`config.mk`:
```
export PLATFORM = sky130hd
export DESIGN_NAME = mem_bus_arbiter
export DESIGN_NICKNAME = d
export VERILOG_FILES = /design/src/rtl/mem_bus_arbiter_pkg.sv /design/src/rtl/mem_bus_arbiter_store_align.sv /design/src/rtl/mem_bus_arbiter.sv
export SDC_FILE = /design/constraint.sdc
export NUM_CORES = 1
export LEC_CHECK = 0
export ABC_AREA = 0
export BUFFER_PORTS_ARGS = -buffer_cell sky130_fd_sc_hd__buf_2
export CAP_MARGIN = 10
export CORE_AREA = 3 3 109 111
export CTS_CLUSTER_SIZE = 14
export DETAILED_ROUTE_END_ITERATION = 8
export DIE_AREA = 0 0 112 114
export GPL_TIMING_DRIVEN = 0
export PLACE_DENSITY_LB_ADDON = 0.08
export SYNTH_ARGS = -nofsm -noshare
export SYNTH_HDL_FRONTEND = slang
export SYNTH_SLANG_ARGS = --single-unit
```
`constraint.sdc`:
```
create_clock -name clk -period 11.41 [get_ports clk]
set_input_delay 2.282 -clock clk [delete_from_list [all_inputs] [get_ports clk]]
set_output_delay 2.282 -clock clk [all_outputs]
set_load 0.03 [all_outputs]
```
`src/rtl/mem_bus_arbiter_pkg.sv`:
```
// Shared definitions for the memory bus arbiter: FSM states, bus size
// codes, load/store byte-select values and a size-decode helper.
package mem_bus_arbiter_pkg;

    typedef enum logic [1:0] {
        ST_IDLE = 2'd0,
        ST_REQ  = 2'd1,
        ST_WAIT = 2'd2,
        ST_ERR  = 2'd3
    } arb_state_t;

    localparam logic [1:0] BUS_SIZE_BYTE = 2'd0;
    localparam logic [1:0] BUS_SIZE_HALF = 2'd1;
    localparam logic [1:0] BUS_SIZE_WORD = 2'd2;

    localparam logic [3:0] MEM_SEL_BYTE = 4'b0001;
    localparam logic [3:0] MEM_SEL_HALF = 4'b0011;
    localparam logic [3:0] MEM_SEL_WORD = 4'b1111;

    localparam logic [3:0] WSTRB_NONE = 4'b0000;

    localparam logic OWNER_INST = 1'b0;
    localparam logic OWNER_DATA = 1'b1;

    // Unsupported selects decode to word; they never reach the bus anyway.
    function automatic logic [1:0] sel_to_size(input logic [3:0] sel);
        case (sel)
            MEM_SEL_BYTE: sel_to_size = BUS_SIZE_BYTE;
            MEM_SEL_HALF: sel_to_size = BUS_SIZE_HALF;
            default:      sel_to_size = BUS_SIZE_WORD;
        endcase
    endfunction

endpackage

```
`src/rtl/mem_bus_arbiter_store_align.sv`:
```
// Store lane steering: byte strobes, write-data replication and
// misalignment detection for a load/store request.
module mem_store_align
    import mem_bus_arbiter_pkg::*;
(
    input  logic        wr,
    input  logic [3:0]  sel,
    input  logic [1:0]  addr_lo,
    input  logic [31:0] wdata_in,
    output logic [3:0]  wstrb,
    output logic [31:0] wdata_out,
    output logic [1:0]  size,
    output logic        misaligned
);

    // Replicate narrow stores across all lanes and place strobes on the addressed bytes
    always_comb begin
        wstrb      = WSTRB_NONE;
        wdata_out  = wdata_in;
        size       = sel_to_size(sel);
        misaligned = 1'b0;
        case (sel)
            MEM_SEL_BYTE: wdata_out = {4{wdata_in[7:0]}};
            MEM_SEL_HALF: begin
                wdata_out  = {2{wdata_in[15:0]}};
                misaligned = addr_lo[0];
            end
            MEM_SEL_WORD: misaligned = (addr_lo != 2'b00);
            default:      misaligned = 1'b1;
        endcase
        if (wr && !misaligned) begin
            wstrb = sel << addr_lo;
        end
    end

endmodule

```
`src/rtl/mem_bus_arbiter.sv`:
```
// Arbitrates instruction fetch and load/store ports onto one SRAM-like bus,
// one transaction at a time, with alternating priority on ties.
module mem_bus_arbiter
    import mem_bus_arbiter_pkg::*;
(
    input  logic        clk,
    input  logic        rst,
    input  logic        inst_req,
    input  logic [31:0] inst_addr,
    output logic        inst_addr_ok,
    output logic        inst_data_ok,
    output logic [31:0] inst_rdata,
    input  logic        data_req,
    input  logic        data_wr,
    input  logic [3:0]  data_sel,
    input  logic [31:0] data_addr,
    input  logic [31:0] data_wdata,
    output logic        data_addr_ok,
    output logic        data_data_ok,
    output logic [31:0] data_rdata,
    output logic        data_err,
    output logic        bus_req,
    output logic        bus_wr,
    output logic [1:0]  bus_size,
    output logic [31:0] bus_addr,
    output logic [3:0]  bus_wstrb,
    output logic [31:0] bus_wdata,
    input  logic        bus_addr_ok,
    input  logic        bus_data_ok,
    input  logic [31:0] bus_rdata,
    output logic        busy
);

    arb_state_t  state_q, state_d;
    logic        last_data_q, last_data_d;
    logic        owner_q, owner_d;
    logic        wr_q, wr_d;
    logic [1:0]  size_q, size_d;
    logic [31:0] addr_q, addr_d;
    logic [3:0]  wstrb_q, wstrb_d;
    logic [31:0] wdata_q, wdata_d;

    logic [3:0]  align_wstrb;
    logic [31:0] align_wdata;
    logic [1:0]  align_size;
    logic        align_misaligned;

    mem_store_align u_align (
        .wr         (data_wr),
        .sel        (data_sel),
        .addr_lo    (data_addr[1:0]),
        .wdata_in   (data_wdata),
        .wstrb      (align_wstrb),
        .wdata_out  (align_wdata),
        .size       (align_size),
        .misaligned (align_misaligned)
    );

    assign bus_wr    = wr_q;
    assign bus_size  = size_q;
    assign bus_addr  = addr_q;
    assign bus_wstrb = wstrb_q;
    assign bus_wdata = wdata_q;
    assign busy      = (state_q != ST_IDLE);

    // Next-state, grant latching and handshake pulses; everything forced low while in reset
    always_comb begin
        state_d      = state_q;
        last_data_d  = last_data_q;
        owner_d      = owner_q;
        wr_d         = wr_q;
        size_d       = size_q;
        addr_d       = addr_q;
        wstrb_d      = wstrb_q;
        wdata_d      = wdata_q;
        inst_addr_ok = 1'b0;
        inst_data_ok = 1'b0;
        inst_rdata   = 32'h0;
        data_addr_ok = 1'b0;
        data_data_ok = 1'b0;
        data_rdata   = 32'h0;
        data_err     = 1'b0;
        bus_req      = 1'b0;
        case (state_q)
            ST_IDLE: begin
                if (data_req && (!inst_req || !last_data_q)) begin
                    owner_d     = OWNER_DATA;
                    last_data_d = 1'b1;
                    if (align_misaligned) begin
                        data_addr_ok = 1'b1;
                        state_d      = ST_ERR;
                    end else begin
                        wr_d    = data_wr;
                        size_d  = align_size;
                        addr_d  = data_addr;
                        wstrb_d = align_wstrb;
                        wdata_d = align_wdata;
                        state_d = ST_REQ;
                    end
                end else if (inst_req) begin
                    owner_d     = OWNER_INST;
                    last_data_d = 1'b0;
                    wr_d        = 1'b0;
                    size_d      = BUS_SIZE_WORD;
                    addr_d      = inst_addr;
                    wstrb_d     = WSTRB_NONE;
                    wdata_d     = 32'h0;
                    state_d     = ST_REQ;
                end
            end
            ST_REQ: begin
                bus_req = 1'b1;
                if (bus_addr_ok) begin
                    data_addr_ok = (owner_q == OWNER_DATA);
                    inst_addr_ok = (owner_q == OWNER_INST);
                    if (bus_data_ok) begin
                        data_data_ok = (owner_q == OWNER_DATA);
                        inst_data_ok = (owner_q == OWNER_INST);
                        data_rdata   = (owner_q == OWNER_DATA) ? bus_rdata : 32'h0;
                        inst_rdata   = (owner_q == OWNER_INST) ? bus_rdata : 32'h0;
                        state_d      = ST_IDLE;
                    end else begin
                        state_d = ST_WAIT;
                    end
                end
            end
            ST_WAIT: begin
                if (bus_data_ok) begin
                    data_data_ok = (owner_q == OWNER_DATA);
                    inst_data_ok = (owner_q == OWNER_INST);
                    data_rdata   = (owner_q == OWNER_DATA) ? bus_rdata : 32'h0;
                    inst_rdata   = (owner_q == OWNER_INST) ? bus_rdata : 32'h0;
                    state_d      = ST_IDLE;
                end
            end
            ST_ERR: begin
                data_data_ok = 1'b1;
                data_err     = 1'b1;
                state_d      = ST_IDLE;
            end
            default: state_d = ST_IDLE;
        endcase
        if (rst) begin
            inst_addr_ok = 1'b0;
            inst_data_ok = 1'b0;
            inst_rdata   = 32'h0;
            data_addr_ok = 1'b0;
            data_data_ok = 1'b0;
            data_rdata   = 32'h0;
            data_err     = 1'b0;
            bus_req      = 1'b0;
        end
    end

    // State and latched-request registers; reset leaves instruction as last grantee
    always_ff @(posedge clk or posedge rst) begin
        if (rst) begin
            state_q     <= ST_IDLE;
            last_data_q <= 1'b0;
            owner_q     <= OWNER_INST;
            wr_q        <= 1'b0;
            size_q      <= 2'd0;
            addr_q      <= 32'h0;
            wstrb_q     <= 4'h0;
            wdata_q     <= 32'h0;
        end else begin
            state_q     <= state_d;
            last_data_q <= last_data_d;
            owner_q     <= owner_d;
            wr_q        <= wr_d;
            size_q      <= size_d;
            addr_q      <= addr_d;
            wstrb_q     <= wstrb_d;
            wdata_q     <= wdata_d;
        end
    end

endmodule

```
* Word-level counts from Yosys, hierarchy flattened
Index checks and enable logic that the tools add are counted.
** Storage, ports and cells
- Bits in registers :: 74
- Input bits :: 139
- Output and inout port bits :: 142
- Word-level logic and storage cells :: 89
** Operators by class
- Equality and inequality tests :: 10
- Shifts and indexed selects :: 1
- Multiplexer cells :: 57
- Bitwise gates (word level) :: 1
- Reductions and logical operators :: 13
** Operator list (count)
- 32-bit two-way mux :: 14
- 32-bit one-hot mux with 2 select lines :: 3
- 1-bit two-way mux :: 21
- 2-bit two-way mux :: 9
- 4-bit two-way mux :: 4
- 2-bit one-hot mux with 4 select lines :: 1
- 2-bit inequality test, second input constant :: 3
- 1-bit one-hot mux with 3 select lines :: 2
- 3-bit AND reduction :: 2
- 2-bit nonzero test :: 3
- 2-bit equality test, second input constant :: 2
- 4-bit by 1-bit equality test with 1-bit output, second input constant :: 1
- 4-bit by 2-bit equality test with 1-bit output, second input constant :: 1
- 4-bit equality test, second input constant :: 1
- 1-bit one-hot mux with 2 select lines :: 2
- 2-bit one-hot mux with 2 select lines :: 1
- 4-bit by 2-bit << shifter with 4-bit output :: 1
- 1-bit logical NOT :: 3
- 3-bit inequality test, second input constant :: 1
- 2-bit by 1-bit equality test with 1-bit output, second input constant :: 1
- 1-bit logical AND :: 2
- 2-bit logical NOT :: 1
- 2-bit AND reduction :: 1
- 1-bit logical OR :: 1
- 1-bit NOT :: 1

* Depth between registers and ports, before layout
Gate-level depths: netlist of the first run.
- Depth in word-level cells :: 7
- Mapped depth :: 9
- Mapped depth without buffers :: 7

* Cells and area by module
From an unflattened synthesis of the first run, not the netlist that was laid out.
** Unflattened totals
- Cell total of the unflattened synthesis :: 381
- Area, all modules :: 4389.2 sq um
** Modules (own cells, without submodules)
- mem_bus_arbiter :: instances 1, cells an instance 304, area an instance 3806.2 sq um, sequential area each 1851.8 sq um
- mem_store_align :: instances 1, cells an instance 77, area an instance 583.1 sq um, sequential area each 0.0 sq um

* Worst setup path before layout of the first run
Ideal clock, no wire load.
- Path kind :: input to output
- Start point :: input port rst
- End point :: output port inst_rdata[22]
- Arrival time :: 5109 ps
- Data required time :: 9128 ps
- Slack :: 4019 ps
- Cell stages on the path :: 4
- Path buffers :: 1
- Cells stage by stage :: inv_1 -> and4b_1 -> clkbuf_1 -> and2_1
** Between the ends
- Word-level cells in the longest chain between the ends :: 1
** RTL lines
- start: declaration :: line mem_bus_arbiter.sv:7 : input logic rst,
- 32-bit two-way mux :: line mem_bus_arbiter.sv:143 : if (rst) begin
- end: declaration :: line mem_bus_arbiter.sv:12 : output logic [31:0] inst_rdata,
Every way passes these cells.

* Final worst setup path of the first run
- Start point :: input port rst
- End point :: output port inst_rdata[18]
The elaborated chain is that of the path after synthesis.

==> results summary, run 1 <==
Counting instances in the post-synthesis netlist gives the leading cell types as sky130_fd_sc_hd__dfrtp_1, sky130_fd_sc_hd__o21ai_0, sky130_fd_sc_hd__and2_1. The initial utilization of the core area, before any placement, comes to 0.3765. The share of async-settable or async-resettable flops after synthesis is 1.000.

The minimum clock period is 6.300 ns. The number of hold buffers added after CTS was 0. The die outline area came out at approximately 13,000 sq um.

The number of violations of the max-capacitance limit came out at 0. After synthesis, the cell types taking the most area are sky130_fd_sc_hd__dfrtp_1, sky130_fd_sc_hd__and2_1, sky130_fd_sc_hd__mux2i_1. The cell count after synthesis is 444. The maximum fanout encountered on the critical timing path is 62. In this run the clock root is driven by a sky130_fd_sc_hd__clkbuf_8.

The synthesized netlist net count came out at 587. By instance count, the leading cell after synthesis is sky130_fd_sc_hd__dfrtp_1. The first global-routing pass estimated about 23,000 microns of wire. TritonCTS built the clock tree.

The clock drives 74 sinks. The worst setup path is captured at an output port. The required arrival time at the worst endpoint is about 9 ns. The DRC violation total after the first TritonRoute iteration came out at 236. Measured against its own limit, the worst slew margin works out to 0.5085. The initial antenna violation count is 0. The launching point of the worst reg2reg path is state_q[0]$_DFFE_PP0P_. The run finished with clean final reports. The wire length per cell after detailed routing is 15.91 microns. The clock skew after layout is ~0.016 ns. The largest total area in the synthesized netlist belongs to sky130_fd_sc_hd__dfrtp_1. The net count reported at finish came out at 879.

The detailed placement HPWL came out at 11,370 microns. The count of unresolved DRC violations after routing came out at 0. The cell count after placement came out at 865. The cell area after technology mapping came out at 4099 sq um. The number of antenna diodes came out at 0. At the end of the flow the core is filled with cells to 0.5425. The number of clock buffers inserted by TritonCTS came out at 9.

The floorplan has 38 rows. The class of the tightest hold or removal check is reg2reg. The register-to-register path setup slack came out at 9.24 ns. The number of detailed-routing iterations run before antenna repair came out at 4.

Clock latency on the worst-skew pair, taken at its later pin, is 0.35 ns. The chip height is between 100 and 150 microns. The total number of yosys warnings is 0. The final weighted congestion in routability-driven placement is approximately 0.84. The number of flops mapped to enable cells by yosys came out at 0. The cell depth of the worst flop-to-flop path came out at 8. The count of buffers inserted at the top-level ports is between 200 and 300. The mean number of vias per cell came out at 4.897. The critical path capture point is inst_rdata[18].

The final number of setup-violating endpoints came out at 0. The peak clock frequency supported by timing came out at approximately 160 MHz. Entering global routing, the biggest net connects 63 pins.

The synthesized area divided by synthesized cell count is 9.232 sq um. The most instantiated flip-flop cell in the synthesis netlist is sky130_fd_sc_hd__dfrtp_1. The critical path starts at rst. In this run the post-CTS setup repair buffer count came out at 0. The depth of the CTS H-tree is 3.

Setup repair after global routing left no endpoint under its margin. The distinct cell type count of the synthesized netlist is 40. The top-level port count is 281. In the final timing run, aggregate negative setup slack is 0 ns. The period utilization is 0.5521. The proportion of layout cells with a drive suffix above 1 is 0.4265. Summing over every cut layer, the via total after detailed routing is 4,314. From left edge to right edge, the die measures 112 microns.

The final count of hold timing violations is 0. In this run, synthesis produced a sequential element count of 74. The total overflow reported by the global router came out at 0. The remaining antenna violation count after routing came out at 0. The overall routing resource usage came out at 0.2186. The number of non-filler instances in the completed layout came out at 881.

The sequential fraction of the synthesis area is 0.4518. The power per cell area came out at around 210 nW/um^2. The relative area change from synthesis to final layout is 44.11%.

Once the clock tree was built, the resizer swapped 0 gates to a different size. The number of slew-limit violations in the final report is 0. The maximum count of clock buffers along a single path is 2. The maximum vdd ir drop is 0.0001206 V. In this run the critical register-to-register path is captured at bus_wstrb[3]$_DFFE_PP0P_.

For the pin with the worst max-slew slack, the measured transition is 0.7373 ns. The leakage component of the power is between 3 and 4 nW. Clock-pin slew was measured on the worst setup and hold paths at 0.08 ns. The core region is 10,890 sq um. The share of the synthesized area in the top cell type is 0.4518. The worst setup path is of the in2out kind.

The via count of the first global-routing pass came out at 4,520. The total detailed-routing wirelength is 14,020 microns. The data arrival time of the critical path is 4.02 ns. The worst setup path is launched from an input port.
-- layer usage --
layer,part of all wire,vias up,GRT usage
li1,-,2108,-
met1,0.40,2026,0.2657
met2,0.52,172,0.3917
met3,0.075,8,0.06048
met4,0.0058,0,0.04327
met5,0,-,0
-- state kept, by name, indices dropped and copies added (netlist names) --
signal / flops
state_q: 2
owner_q: 1
bus_wstrb: 4
bus_wdata: 32
bus_addr: 32
bus_size: 2
bus_wr: 1
-- cells by family after synthesis --
| kind of cell | Yosys count | synth area share |
|---|---|---|
| AO/OA/AOI/OAI | 124 | 0.1792 |
| adder cells (fa/ha/maj) | 4 | 0.01221 |
| buffers and inverters | 41 | 0.05159 |
| multiplexers | 41 | 0.1001 |
| AND/OR/NAND/NOR | 160 | 0.2051 |
| flip-flops | 74 | 0.4518 |
-- worst min-delay path by stage --
stage,start,endpoint,slack (ns),cells after the start
after floorplan,state_q[0]$_DFFE_PP0P_,state_q[0]$_DFFE_PP0P_,0.52,1
after global placement,bus_wstrb[3]$_DFFE_PP0P_,bus_wstrb[3]$_DFFE_PP0P_,0.46,1
after detailed placement,bus_size[1]$_DFFE_PP0P_,bus_size[1]$_DFFE_PP0P_,0.46,1
after CTS,bus_size[1]$_DFFE_PP0P_,bus_size[1]$_DFFE_PP0P_,0.48,1
after global routing,bus_addr[7]$_DFFE_PP0P_,bus_addr[7]$_DFFE_PP0P_,0.51,2
final,bus_size[1]$_DFFE_PP0P_,bus_size[1]$_DFFE_PP0P_,0.47,1
-- layout make-up --
| class | count | area [sq um] |
|---|---|---|
| Clock buffer | 9 | 123.9 |
| Timing Repair Buffer | 281 | 1429 |
| Inverter | 8 | 32.53 |
| Sequential cell | 74 | 1852 |
| Multi-Input combinational cell | 329 | 2036 |
| Buffer | 33 | 181.4 |
| Tap cell | 140 | 175.2 |
| Clock inverter | 7 | 77.57 |
| Fill cell | 1072 | 4981 |
-- critical path, stage by stage --
cell and delay (ns):
sky130_fd_sc_hd__buf_2 0.14, sky130_fd_sc_hd__inv_4 0.19, sky130_fd_sc_hd__buf_16 0.31, sky130_fd_sc_hd__and4b_1 0.34
sky130_fd_sc_hd__clkbuf_1 0.31, sky130_fd_sc_hd__and2_1 0.22, sky130_fd_sc_hd__buf_2 0.21
-- cells in the final DEF, fill, tap and decap left out, types with 6 or more instances in the layout --
cell	netlist	routed
sky130_fd_sc_hd__buf_2	4	284
sky130_fd_sc_hd__clkbuf_1	19	19
sky130_fd_sc_hd__inv_1	8	7
sky130_fd_sc_hd__o31ai_1	9	9
sky130_fd_sc_hd__a21oi_1	22	22
sky130_fd_sc_hd__clkbuf_8	0	9
sky130_fd_sc_hd__dfrtp_1	74	74
sky130_fd_sc_hd__and2_1	66	66
sky130_fd_sc_hd__o21ai_0	67	67
sky130_fd_sc_hd__nor2b_1	10	10
sky130_fd_sc_hd__a22o_1	8	8
sky130_fd_sc_hd__nand2_1	65	65
sky130_fd_sc_hd__buf_4	6	6
sky130_fd_sc_hd__mux2i_1	41	41
-- metrics by stage --
step                      worst slack [ns]  area, sq um  hold WS (ns)  power [mW]
after floorplan                      4.019         4099        0.5168      0.8518
after global placement               3.135         5675        0.4575       1.053
after detailed placement             5.028         5705        0.4600       1.065
after CTS                            5.018         5907        0.4792       1.278
after global routing                 4.899         5907        0.5081       1.352
final                                5.110         5907        0.4726       1.264
-- where the power goes --
part           switching (mW)  internal (mW)
Combinational           0.441          0.199
Sequential             0.0519          0.361
Clock                   0.107          0.103
Total                   0.601          0.663
Power figures use the tool's default switching activity.
==> run 2: changes to the inputs <==
- CORE_AREA: 3 3 109 111 -> unset
- CORE_MARGIN: unset -> 3
- CORE_UTILIZATION: unset -> 38
- DIE_AREA: 0 0 112 114 -> unset
- clock period: 11.41 -> 5.1 ns (I/O delays scaled with it)
==> results summary, run 2 (same netlist as run 1, synthesis figures left out) <==
The flow ran to the end, and the final reports show no timing, DRC or antenna violations. The clock skew after layout is 0.01377 ns. The maximum count of clock buffers along a single path came out at 2. Registers take 1852 sq um. After global routing the overflow that remains totals 0. Data on the critical path is required at its endpoint by about 4.1 ns.

Clock-pin slew was measured on the worst setup and hold paths at 0.08 ns. VDD sags by at most 0.0002469 V. The remaining antenna violation count after routing is 0. The power per cell area is about 470 nW/um^2. The final weighted congestion in routability-driven placement is 0.8053. The post-CTS repair timing setup buffer count came out at 0. The initial cell density of the core came out at 0.3935.

The smallest hold slack is 0.4784 ns. The net count reported at finish came out at slightly below 900. The worst setup path is captured at an output port. The share of total power dissipated in the clock network is 0.152.

Max-cap violations in this run came to 0. After detailed routing, the number of remaining DRC violations is 0. Derived from the worst setup path, the maximum achievable clock frequency is approximately 280 MHz. The startpoint identified for the worst hold timing path is bus_wstrb[1]$_DFFE_PP0P_.

The first global-routing pass estimated 20,620 microns of wire. The depth of the CTS H-tree came out at 3. The worst-skew pair later-pin latency is 0.35 ns. The number of slew-limit violations in the final report came to 0. STA classifies the critical path startpoint as an input port. The number of antenna diodes is 0. The overall routing resource usage is 0.2200. The most common cell after layout, fill and taps aside is sky130_fd_sc_hd__buf_2. The slew at the pin closest to its max-slew limit is roughly 0.7 ns. The die width is 109.9 microns. The class of the tightest hold or removal check is reg2reg. Internal power comes to 1.444 mW. The library cells used most frequently in the layout, excluding fill and tap cells, are sky130_fd_sc_hd__buf_2, sky130_fd_sc_hd__dfrtp_1, sky130_fd_sc_hd__o21ai_0, sky130_fd_sc_hd__and2_1, sky130_fd_sc_hd__nand2_1. The DRC violation total after the first TritonRoute iteration is ~180. The worst register-to-register path ends at bus_wdata[25]$_DFFE_PP0P_. The number of clock buffers inserted by TritonCTS came out at 9. Measured along the y axis, the die boundary spans ~110 microns. The leakage component of the power came out at 3.347 nW. Counting the fill cells in the layout gives 1,016.

The number of gates given a new drive strength after cts came out at 0. For flop-to-flop paths, the worst setup slack is 3.05 ns. After clock tree synthesis, the flow added hold-fix buffers numbering 0. The detailed placement HPWL came out at between 10,000 and 15,000 microns. The period utilization is 0.7090. Summing over every cut layer, the via total after detailed routing is 4,236. The combinational fraction of design power is 0.515. The combined area of the multi-input logic cells came out at 2036 sq um. The final core area utilization came out at 0.5638.

Tracing the worst setup path back leads to its startpoint at rst. The count of buffers inserted at the top-level ports came out at 280. The minimum clock period is about 3.6 ns. The proportion of layout cells with a drive suffix above 1 is 0.4251. The final number of setup-violating endpoints came out at 0. The startpoint identified for the worst register-to-register timing path is state_q[0]$_DFFE_PP0P_. By startpoint and endpoint, the worst setup path is classified as in2out.

The cell depth of the worst flop-to-flop path is 7. The mean number of vias per cell is 4.830. The sequential share of power came out at 0.333. The pin count of the biggest net entering global routing came out at 40. For this design the total switching power over the nets is approximately 1.3 mW. The critical path ends at inst_rdata[16]. The data arrival time of the critical path came out at 2.60 ns.

The initial antenna violation count is 1. The switching part of the total power is 0.4794. Setup repair after global routing left no endpoint under its margin. The final count of hold timing violations is 0. The sink count of the clock tree came out at 74. The die covers 12,070 sq um.

Compared with the post-synthesis result, the final layout area differs by 43.28%. The core area is roughly 10,000 sq um. The TritonCTS clock tree is built.

The pre-antenna-repair detailed-routing pass consisted of 4 iterations. The via count of the first global-routing pass was 4,116. The top-level port count came out at ~280.

The maximum fanout encountered on the critical timing path is 39. The tree is rooted in a sky130_fd_sc_hd__clkbuf_8. In this run the tightest slew margin relative to its limit is 0.5259. The total detailed-routing wirelength is 13,740 microns. The number of rows in the core area is 37. Dividing the detail-routed wire length by the instance count gives 15.67 microns.
[run 2: cell type report]
cell class,instances,area share
clock buffers,11,0.02407
repair buffers,281,0.2420
plain buffers,33,0.03089
clock inverters,5,0.006604
flip-flops and latches,74,0.3153
inverters,8,0.005539
multi-input cells,329,0.3466
well taps,136,0.02897
[run 2: how the worst min path moves through the flow]
stage                          endpoint  slack (ns)  depth (start not counted)
2_1_floorplan    state_q[0]$_DFFE_PP0P_        0.52                          1
3_3_place_gp   bus_wstrb[3]$_DFFE_PP0P_        0.46                          1
3_5_place_dp   bus_wstrb[1]$_DFFE_PP0P_        0.46                          2
4_1_cts        bus_wstrb[3]$_DFFE_PP0P_        0.48                          1
5_1_grt        bus_wstrb[0]$_DFFE_PP0P_        0.50                          2
6_report       bus_wstrb[1]$_DFFE_PP0P_        0.48                          2
[run 2: power by group through the flow]
stage | clock network [mW] | logic [mW] | registers [mW]
after floorplan | 0 | 0.555 | 1.35
final | 0.421 | 1.43 | 0.925
after global placement | 0 | 1.43 | 0.925
after CTS | 0.429 | 1.45 | 0.927
after global routing | 0.455 | 1.56 | 0.953
after detailed placement | 0 | 1.45 | 0.938
[run 2: stage by stage]
| stage | std cells | power, mW | worst slack [ns] | instance area (sq um) | TNS (ns) |
|---|---|---|---|---|---|
| global placement | 860 | 2.353 | -0.5763 | 5670 | -31.06 |
| CTS | 877 | 2.806 | 1.402 | 5873 | 0 |
| global route | 877 | 2.969 | 1.250 | 5873 | 0 |
| finish | 877 | 2.774 | 1.484 | 5873 | 0 |
| detailed placement | 861 | 2.386 | 1.401 | 5693 | 0 |
| floorplan | 444 | 1.906 | 0.2328 | 4099 | 0 |
[run 2: critical path, stage by stage]
cell and delay (ns):
sky130_fd_sc_hd__buf_2 0.14, sky130_fd_sc_hd__inv_4 0.37, sky130_fd_sc_hd__and4b_1 0.37, sky130_fd_sc_hd__clkbuf_1 0.30, sky130_fd_sc_hd__and2_1 0.20, sky130_fd_sc_hd__buf_2 0.20
[run 2: metal layers]
layer	vias to the layer above	wire length [microns]	track usage
met1	1966	5441	0.2701
li1	2103	-	-
met3	9	1081	0.06107
met5	-	7	0
met2	156	7133	0.3882
met4	2	80	0.03918
